File: src/rtl/mux_pkg.sv
// Shared definitions for the mux select controllers: channel count, select
// width, FSM state type and the rotate-priority arbitration function.
package mux_pkg;

  localparam int NCH = 4;
  localparam int SW  = 2;

  typedef enum logic {
    IDLE  = 1'b0,
    GRANT = 1'b1
  } state_t;

  // Rotate-priority search: first requesting channel starting at ptr,
  // wrapping 3 -> 0. Result is {found, idx}; idx is 0 when nothing is found.
  function automatic logic [SW:0] arb(input logic [NCH-1:0] req,
                                      input logic [SW-1:0]  ptr);
    logic [SW:0]   res;
    logic [SW-1:0] idx;
    res = '0;
    // Walk from the farthest candidate back to ptr so the nearest one wins.
    for (int k = NCH - 1; k >= 0; k--) begin
      idx = ptr + SW'(k);
      if (req[idx]) res = {1'b1, idx};
    end
    return res;
  endfunction

endpackage

File: src/rtl/rr_prio_enc.sv
// 4-input rotate-priority encoder: picks the first active request at or
// after ptr (wrapping), purely combinational.
module rr_prio_enc
  import mux_pkg::*;
(
  input  logic [NCH-1:0] req,
  input  logic [SW-1:0]  ptr,
  output logic [SW-1:0]  idx,
  output logic           found
);

  // Single search evaluated on the supplied pointer.
  always_comb begin
    {found, idx} = arb(req, ptr);
  end

endmodule

File: src/rtl/mux4x1_rr_sel.sv
// Round-robin select generator for the 4:1 mux. Holds a grant for BEATS
// accepted transfers (or until the owner withdraws) and then rotates.
//
//   state | meaning
//   ------+--------------------------------------------------------------
//   IDLE  | no grant; looking for a requester starting at ptr
//   GRANT | s owns the mux; counting accepted beats in cnt
module mux4x1_rr_sel
  import mux_pkg::*;
#(
  parameter int BEATS = 4
) (
  input  logic            clk,
  input  logic            rst,
  input  logic [NCH-1:0]  req,
  input  logic            out_ready,
  output logic [SW-1:0]   s,
  output logic            sel_valid,
  output logic [NCH-1:0]  grant,
  output logic            sel_last
);

  localparam int            CW       = (BEATS > 1) ? $clog2(BEATS) : 1;
  localparam logic [CW-1:0] CNT_LAST = CW'(BEATS - 1);

  state_t        state;
  logic [SW-1:0] ptr;
  logic [CW-1:0] cnt;

  logic          beat;
  logic          withdraw;
  logic          rel_now;
  logic [SW-1:0] enc_ptr;
  logic [SW-1:0] enc_idx;
  logic          enc_found;

  assign beat     = sel_valid & out_ready;
  assign withdraw = (state == GRANT) & ~req[s];
  assign rel_now  = (state == GRANT) & (withdraw | (beat & (cnt == CNT_LAST)));

  // On release the search must already start past the outgoing owner so the
  // next grant can follow without an idle bubble.
  assign enc_ptr = (state == GRANT) ? (s + SW'(1)) : ptr;

  rr_prio_enc u_enc (
    .req   (req),
    .ptr   (enc_ptr),
    .idx   (enc_idx),
    .found (enc_found)
  );

  // Grant FSM with beat counter and rotation pointer; all outputs registered.
  always_ff @(posedge clk or posedge rst) begin
    if (rst) begin
      state     <= IDLE;
      s         <= '0;
      sel_valid <= 1'b0;
      ptr       <= '0;
      cnt       <= '0;
    end else begin
      case (state)
        IDLE: begin
          if (enc_found) begin
            state     <= GRANT;
            s         <= enc_idx;
            sel_valid <= 1'b1;
            cnt       <= '0;
          end
        end
        GRANT: begin
          if (rel_now) begin
            ptr <= enc_ptr;
            cnt <= '0;
            if (enc_found) begin
              s <= enc_idx;
            end else begin
              state     <= IDLE;
              sel_valid <= 1'b0;
            end
          end else if (beat) begin
            cnt <= cnt + CW'(1);
          end
        end
        default: begin
          state     <= IDLE;
          sel_valid <= 1'b0;
          cnt       <= '0;
        end
      endcase
    end
  end

  // One-hot view of the select, forced to zero when no grant is held.
  always_comb begin
    grant = '0;
    if (sel_valid) grant[s] = 1'b1;
  end

  assign sel_last = sel_valid & (cnt == CNT_LAST);

endmodule

File: config.mk
export PLATFORM = sky130hd
export DESIGN_NAME = mux4x1_rr_sel
export DESIGN_NICKNAME = d
export VERILOG_FILES = /design/src/rtl/mux_pkg.sv /design/src/rtl/rr_prio_enc.sv /design/src/rtl/mux4x1_rr_sel.sv
export SDC_FILE = /design/constraint.sdc
export NUM_CORES = 1
export LEC_CHECK = 0
export CORE_MARGIN = 2
export CORE_UTILIZATION = 29
export DETAILED_ROUTE_END_ITERATION = 10
export SLEW_MARGIN = 10
export SYNTH_ARGS = -nofsm -noshare
export SYNTH_HDL_FRONTEND = slang
export SYNTH_SLANG_ARGS = --single-unit
File: constraint.sdc
create_clock -name clk -period 3.7 [get_ports clk]
set_input_delay 0.555 -clock clk [delete_from_list [all_inputs] [get_ports clk]]
set_output_delay 0.555 -clock clk [all_outputs]
set_load 0.01 [all_outputs]
# Word-level counts from Yosys, hierarchy flattened
# Index checks and enable logic that the tools add are counted.
# Widths: inputs -> output; s select.
# totals
regBits	8
output_inout_bits	8
wordCells	65
# op_classes
add_sub_neg	5
magnitude_cmp	6
n_eq_ne	5
n_mux	32
bitwise	8
reduce_logical	4
# op_table
op	n
$lt 2x3->1 const B	5
$mux 2	6
$mux 3	4
$mux 1	11
$bmux 1 s2	5
$pmux 2 s2	2
$add 2x1->2 const B	3
$and 1x1->1	5
$add 2x2->2 const B	2
$mux 4	1
$ne 2x2->1 const B	2
$pmux 1 s2	2
$reduce_and 2->1	2
$ne 3x1->1 const B	1
$reduce_and 3->1	1
$demux 1 s2	1
$eq 2x2->1 const B	1
$ge 2x1->1 const B	1
$ne 2x1->1 const B	1
$not 1->1	2
$logic_and 1x1->1	1
$or 1x1->1	1

# Depth between registers and ports, before layout
# logic_depth
word_depth	12
depth_mapped	6
mapped_depth_nobuf	6

# Cells and area by module
# A second synthesis with hierarchy kept.
# unflattened
hier_cells	72
hier_area_um2	646.9
# by_module_without_submodules
mod	instances	cells_each	area_per_inst_um2	seq_area_each_um2
mux4x1_rr_sel	1	57	565.5	200.2
rr_prio_enc	1	15	81.3	0.0

# Worst setup path after synthesis
# OpenSTA, ideal clock, no wires.
# synth_timing
kind	input port to flip-flop
from	in req[1]
to	reg sel_valid
setup_time_ps	121
t_arrival_ps	1703
setup_slack_ps	1876
cell_stages	3
n_path_buf	0
path_cell_list	nor4_1 ha_1 a22o_1
# synth_via
elab_chain_cells	8
word_cells_on_any_way	22
cone_classes	eq/ne: 3; mux: 14; bitwise: 4; reduce/logical: 1
# synth_lines
element	line_no	text
start: declaration	mux4x1_rr_sel.sv:15	input logic [NCH-1:0] req,
$bmux 1 s2 (on tied branches)	mux_pkg.sv:23, mux4x1_rr_sel.sv:38	
$mux 1 (on tied branches)	mux_pkg.sv:23, mux4x1_rr_sel.sv:38	
$mux 3 / $not 1->1 (equally long branches)	mux_pkg.sv:23, mux4x1_rr_sel.sv:38	
$mux 3 / $and 1x1->1 (equally long branches)	mux_pkg.sv:23, mux4x1_rr_sel.sv:38	
$mux 3 / $or 1x1->1 (equally long branches)	mux_pkg.sv:23, mux4x1_rr_sel.sv:39	
$mux 3 / $and 1x1->1 (equally long branches)	mux_pkg.sv:23, mux4x1_rr_sel.sv:39	
$ne 2x2->1 (no source line) / $ne 2x1->1 (equally long branches)	n/a	
$reduce_and 3->1 (no source line) (*)	n/a	
end signal: assignment	mux4x1_rr_sel.sv:57	sel_valid <= 1'b0;
end signal: assignment	mux4x1_rr_sel.sv:66	sel_valid <= 1'b1;
end signal: assignment	mux4x1_rr_sel.sv:78	sel_valid <= 1'b0;
end: declaration	mux4x1_rr_sel.sv:18	output logic sel_valid,
# Every way passes the cells marked *; elsewhere a longest branch is shown, timed or not. The select of a mux whose other input is x is not followed.
# A chain may end at the register's enable or synchronous reset.

# Worst setup path after layout
# layout_timing
from	reg s[0]
to	out grant[0]
# layout_via
elab_chain_cells	5
word_cells_on_any_way	6
cone_classes	order compare: 2; mux: 3; reduce/logical: 1
# layout_lines
element	line_no	text
start: declaration	mux4x1_rr_sel.sv:17	output logic [SW-1:0] s,
start signal: assignment	mux4x1_rr_sel.sv:65	s <= enc_idx;
start signal: assignment	mux4x1_rr_sel.sv:75	s <= enc_idx;
$lt 2x3->1 (implied by the code) / $ge 2x1->1 (equally long branches)	mux4x1_rr_sel.sv:96	if (sel_valid) grant[s] = 1'b1;
$logic_and 1x1->1 (implied by the code)	mux4x1_rr_sel.sv:96	
$mux 1 (implied by the code)	mux4x1_rr_sel.sv:96	
$demux 1 s2 (*)	mux4x1_rr_sel.sv:96	
$mux 4 (*)	mux4x1_rr_sel.sv:96	
end: declaration	mux4x1_rr_sel.sv:19	output logic [NCH-1:0] grant,
# Every way passes the cells marked *; elsewhere a longest branch is shown, timed or not.

==> reports/results.ini <==
[worst_setup_path]
ff2ff_setup_slack_ps=1740
critical_path_peak_fanout=6
startpoint=s[0]
slowest_stage=clkdlybuf4s50_1
endpoint=grant[0]
reg2reg_depth=6
reg2reg_to=s[1]
slowest_delay_ps=520
crit_arrival_ps=1660
crit_path_cell_trace=inv_1, ha_1, and2_1, clkdlybuf4s50_1
crit_path_start_kind=flip-flop
rr_startpoint=s[0]
cp-end-kind=output port
required_ps=3140
timing_worst_setup_path_type=flip-flop to output port

[cts]
cts-root-buf=clkbuf_4
insertion_delay_ps=250
holdBufCountCts=0
clock_sinks=8
cts_tree=done
clkTransAtPathRegs_ps=60
cts_resized=0
cts_inserted_buffers=3
cts_setup_buffers=0
cts-htree-levels=1
clock_path_buffers=2

[yosys]
async_flop_share_pct=100.0
synth-edff-count=0
syn_area_per_cell_um2=9.533
yosys.area.top_type=dfrtp_1
netlist.area_leader.share_pct=33.33
synth.area.top_cells=dfrtp_1, ha_1, and2_1
yosys_warnings=0
syn_area_um2=600.6
syn_nets=76
ys_seq_area_share_pct=33.33
synth_seq_cells=8
synth_ff_type=dfrtp_1
syn_inst=63
synth.distinct_cells=25
synthTopCellsByCount=dfrtp_1, nand2_1, ha_1, inv_1, and2_1

[run_status]
status=complete, no violations

[placed_design]
hpwlAfterDp_um=966
port_buffers=14
gp_congestion=0.7761

[global_routing]
grt_pass1_vias=476
antenna_found_initial=0
grtUsageTotal_pct=11.28
grt_overflow=0
grt_pass1_wl_mm=2.104
grt_max_degree=10

[layout]
antennaDiodeCount=0
drive_gt1_share_pct=15.00
final_util_pct=40.63
fin_nets=95
flow.area_growth_from_synthesis_pct=32.71
fillers=223

[detailed_routing]
wl_per_cell_um=11.26
vias=489
firstDrtPassIters=2
routed_wl_mm=1.205
ant_nets=0
route.detailed.drc=0
viasPerCell=4.570
detailedRoute.firstIterationViolations=6

[floorplanning]
die_width_um=49.51
num_rows=16
die_y_um=49.51
initial_core_util_pct=30.61
ioPinCount=15
core-area_mm2=0.001962
die_area_mm2=0.002451

[pwr]
clock_power_share_pct=14.9
leakagePower_nw=0.3623
vdd_ir_drop_max_v=0.0002258
swShare_pct=38.61
powerDensity_mw_per_mm2=574.7
p_comb_share_pct=53.5
p_int_mw=0.2812
seq_power_share_pct=31.6
p_sw_mw=0.1769

[sta]
fmax_mhz=451.8
finalClockSkew_ps=5.768
hold_viol_final=0
final-setup-viol-count=0
finalCriticalPeriod_ps=2213
finalMaxSlewViolations=0
tightestPinTransition_ps=756.1
period_share_pct=59.82
slew_headroom_pct=49.13
hold_slack_ps=479.4
rsz0062_at_grt=no
tns_ps=0

[min_path]
hold_class=flip-flop to flip-flop

[flow_run]
drv_cap=0

==> cell usage in the layout, fill, tap and decap left out <==
| cell type | Yosys | final |
|---|---|---|
| a211oi_1 | 1 | 1 |
| ha_1 | 6 | 6 |
| nand2_1 | 8 | 8 |
| inv_1 | 6 | 6 |
| clkdlybuf4s50_1 | 0 | 14 |
| clkbuf_4 | 0 | 3 |
| a21o_1 | 1 | 1 |
| or4_4 | 1 | 1 |
| or2_2 | 1 | 1 |
| and3_1 | 1 | 1 |
| a21oi_1 | 2 | 2 |
| dfrtp_1 | 8 | 8 |
| o21ai_2 | 2 | 2 |
| nor4_1 | 1 | 1 |
| nand2b_1 | 2 | 2 |
| nor2_1 | 3 | 3 |
| a22o_1 | 1 | 1 |
| and2_1 | 5 | 5 |
| a31oi_4 | 1 | 1 |
| mux4_2 | 1 | 1 |
| o21ai_0 | 3 | 3 |
| nand3_1 | 2 | 2 |
| a41o_1 | 2 | 2 |
| mux2i_1 | 1 | 1 |
| a31o_2 | 1 | 1 |
| nor2b_1 | 1 | 1 |
| mux2_2 | 2 | 2 |
==> worst min-delay path by stage <==
| stage | start | endpoint | slack, ps | depth (start not counted) |
|---|---|---|---|---|
| 5_1_grt | cnt[1] | cnt[1] | 520 | 2 |
| 2_1_floorplan | rst | cnt[0] | 370 | 1 |
| 3_5_place_dp | cnt[1] | cnt[1] | 480 | 2 |
| 3_3_place_gp | cnt[1] | cnt[1] | 470 | 2 |
| 6_report | cnt[1] | cnt[1] | 480 | 2 |
| 4_1_cts | cnt[1] | cnt[1] | 490 | 2 |
==> metal layers <==
layer  global-route usage (%)  wire length (µm)  vias to the layer above
met5                        0                 0                        -
met4                    8.333                23                        0
met3                    1.515                47                        2
met2                    17.34               558                       10
met1                    14.39               575                      220
li1                         -                 -                      257
==> sequential cells by signal (all words and copies together) (netlist names) <==
name / count
s: 2
ptr: 2
cnt: 2
sel_valid: 1
state: 1
==> logic make-up (layout without fill, tap and decap cells) <==
group,Yosys count,in the layout,synth area share (%)
compound gates,14,14,19.38
fa+ha+maj,6,6,12.50
buf+inv,6,23,3.750
flops,8,8,33.33
mux,4,4,9.166
simple gates,25,25,21.88
==> critical path: cells and delay by family (launching register included) <==
kind,cells,cell delay [ps]
buffers and inverters,2,690
flip-flops,1,440
adder cells (fa/ha/maj),1,160
AND/OR/NAND/NOR,1,110
==> power by group through the flow <==
stage | combinational, mW | sequential, mW | clock (mW)
2_1_floorplan | 0.167 | 0.146 | 0
6_report | 0.245 | 0.145 | 0.0684
3_5_place_dp | 0.248 | 0.147 | 0
4_1_cts | 0.249 | 0.145 | 0.0696
5_1_grt | 0.280 | 0.151 | 0.0728
3_3_place_gp | 0.245 | 0.145 | 0
==> through the flow <==
| step | total power [mW] | setup WS, ps | instance area (µm²) | instances |
|---|---|---|---|---|
| floorplan | 0.3132 | 1876 | 600.6 | 63 |
| global placement | 0.3907 | 1305 | 774.5 | 104 |
| detailed placement | 0.3942 | 1237 | 774.5 | 104 |
| CTS | 0.4639 | 1477 | 797.0 | 107 |
| global route | 0.5037 | 1340 | 797.0 | 107 |
| finish | 0.4580 | 1487 | 797.0 | 107 |
==> cell type report <==
type / count / area (µm²) / share of cell area [%]
inverters: 6 / 22.52 / 2.826
clock buffers: 3 / 22.52 / 2.826
well taps: 27 / 33.78 / 4.239
repair buffers: 14 / 140.1 / 17.58
multi-input cells: 49 / 377.9 / 47.41
flip-flops and latches: 8 / 200.2 / 25.12
Note: power is estimated with default switching activity, not from simulation.
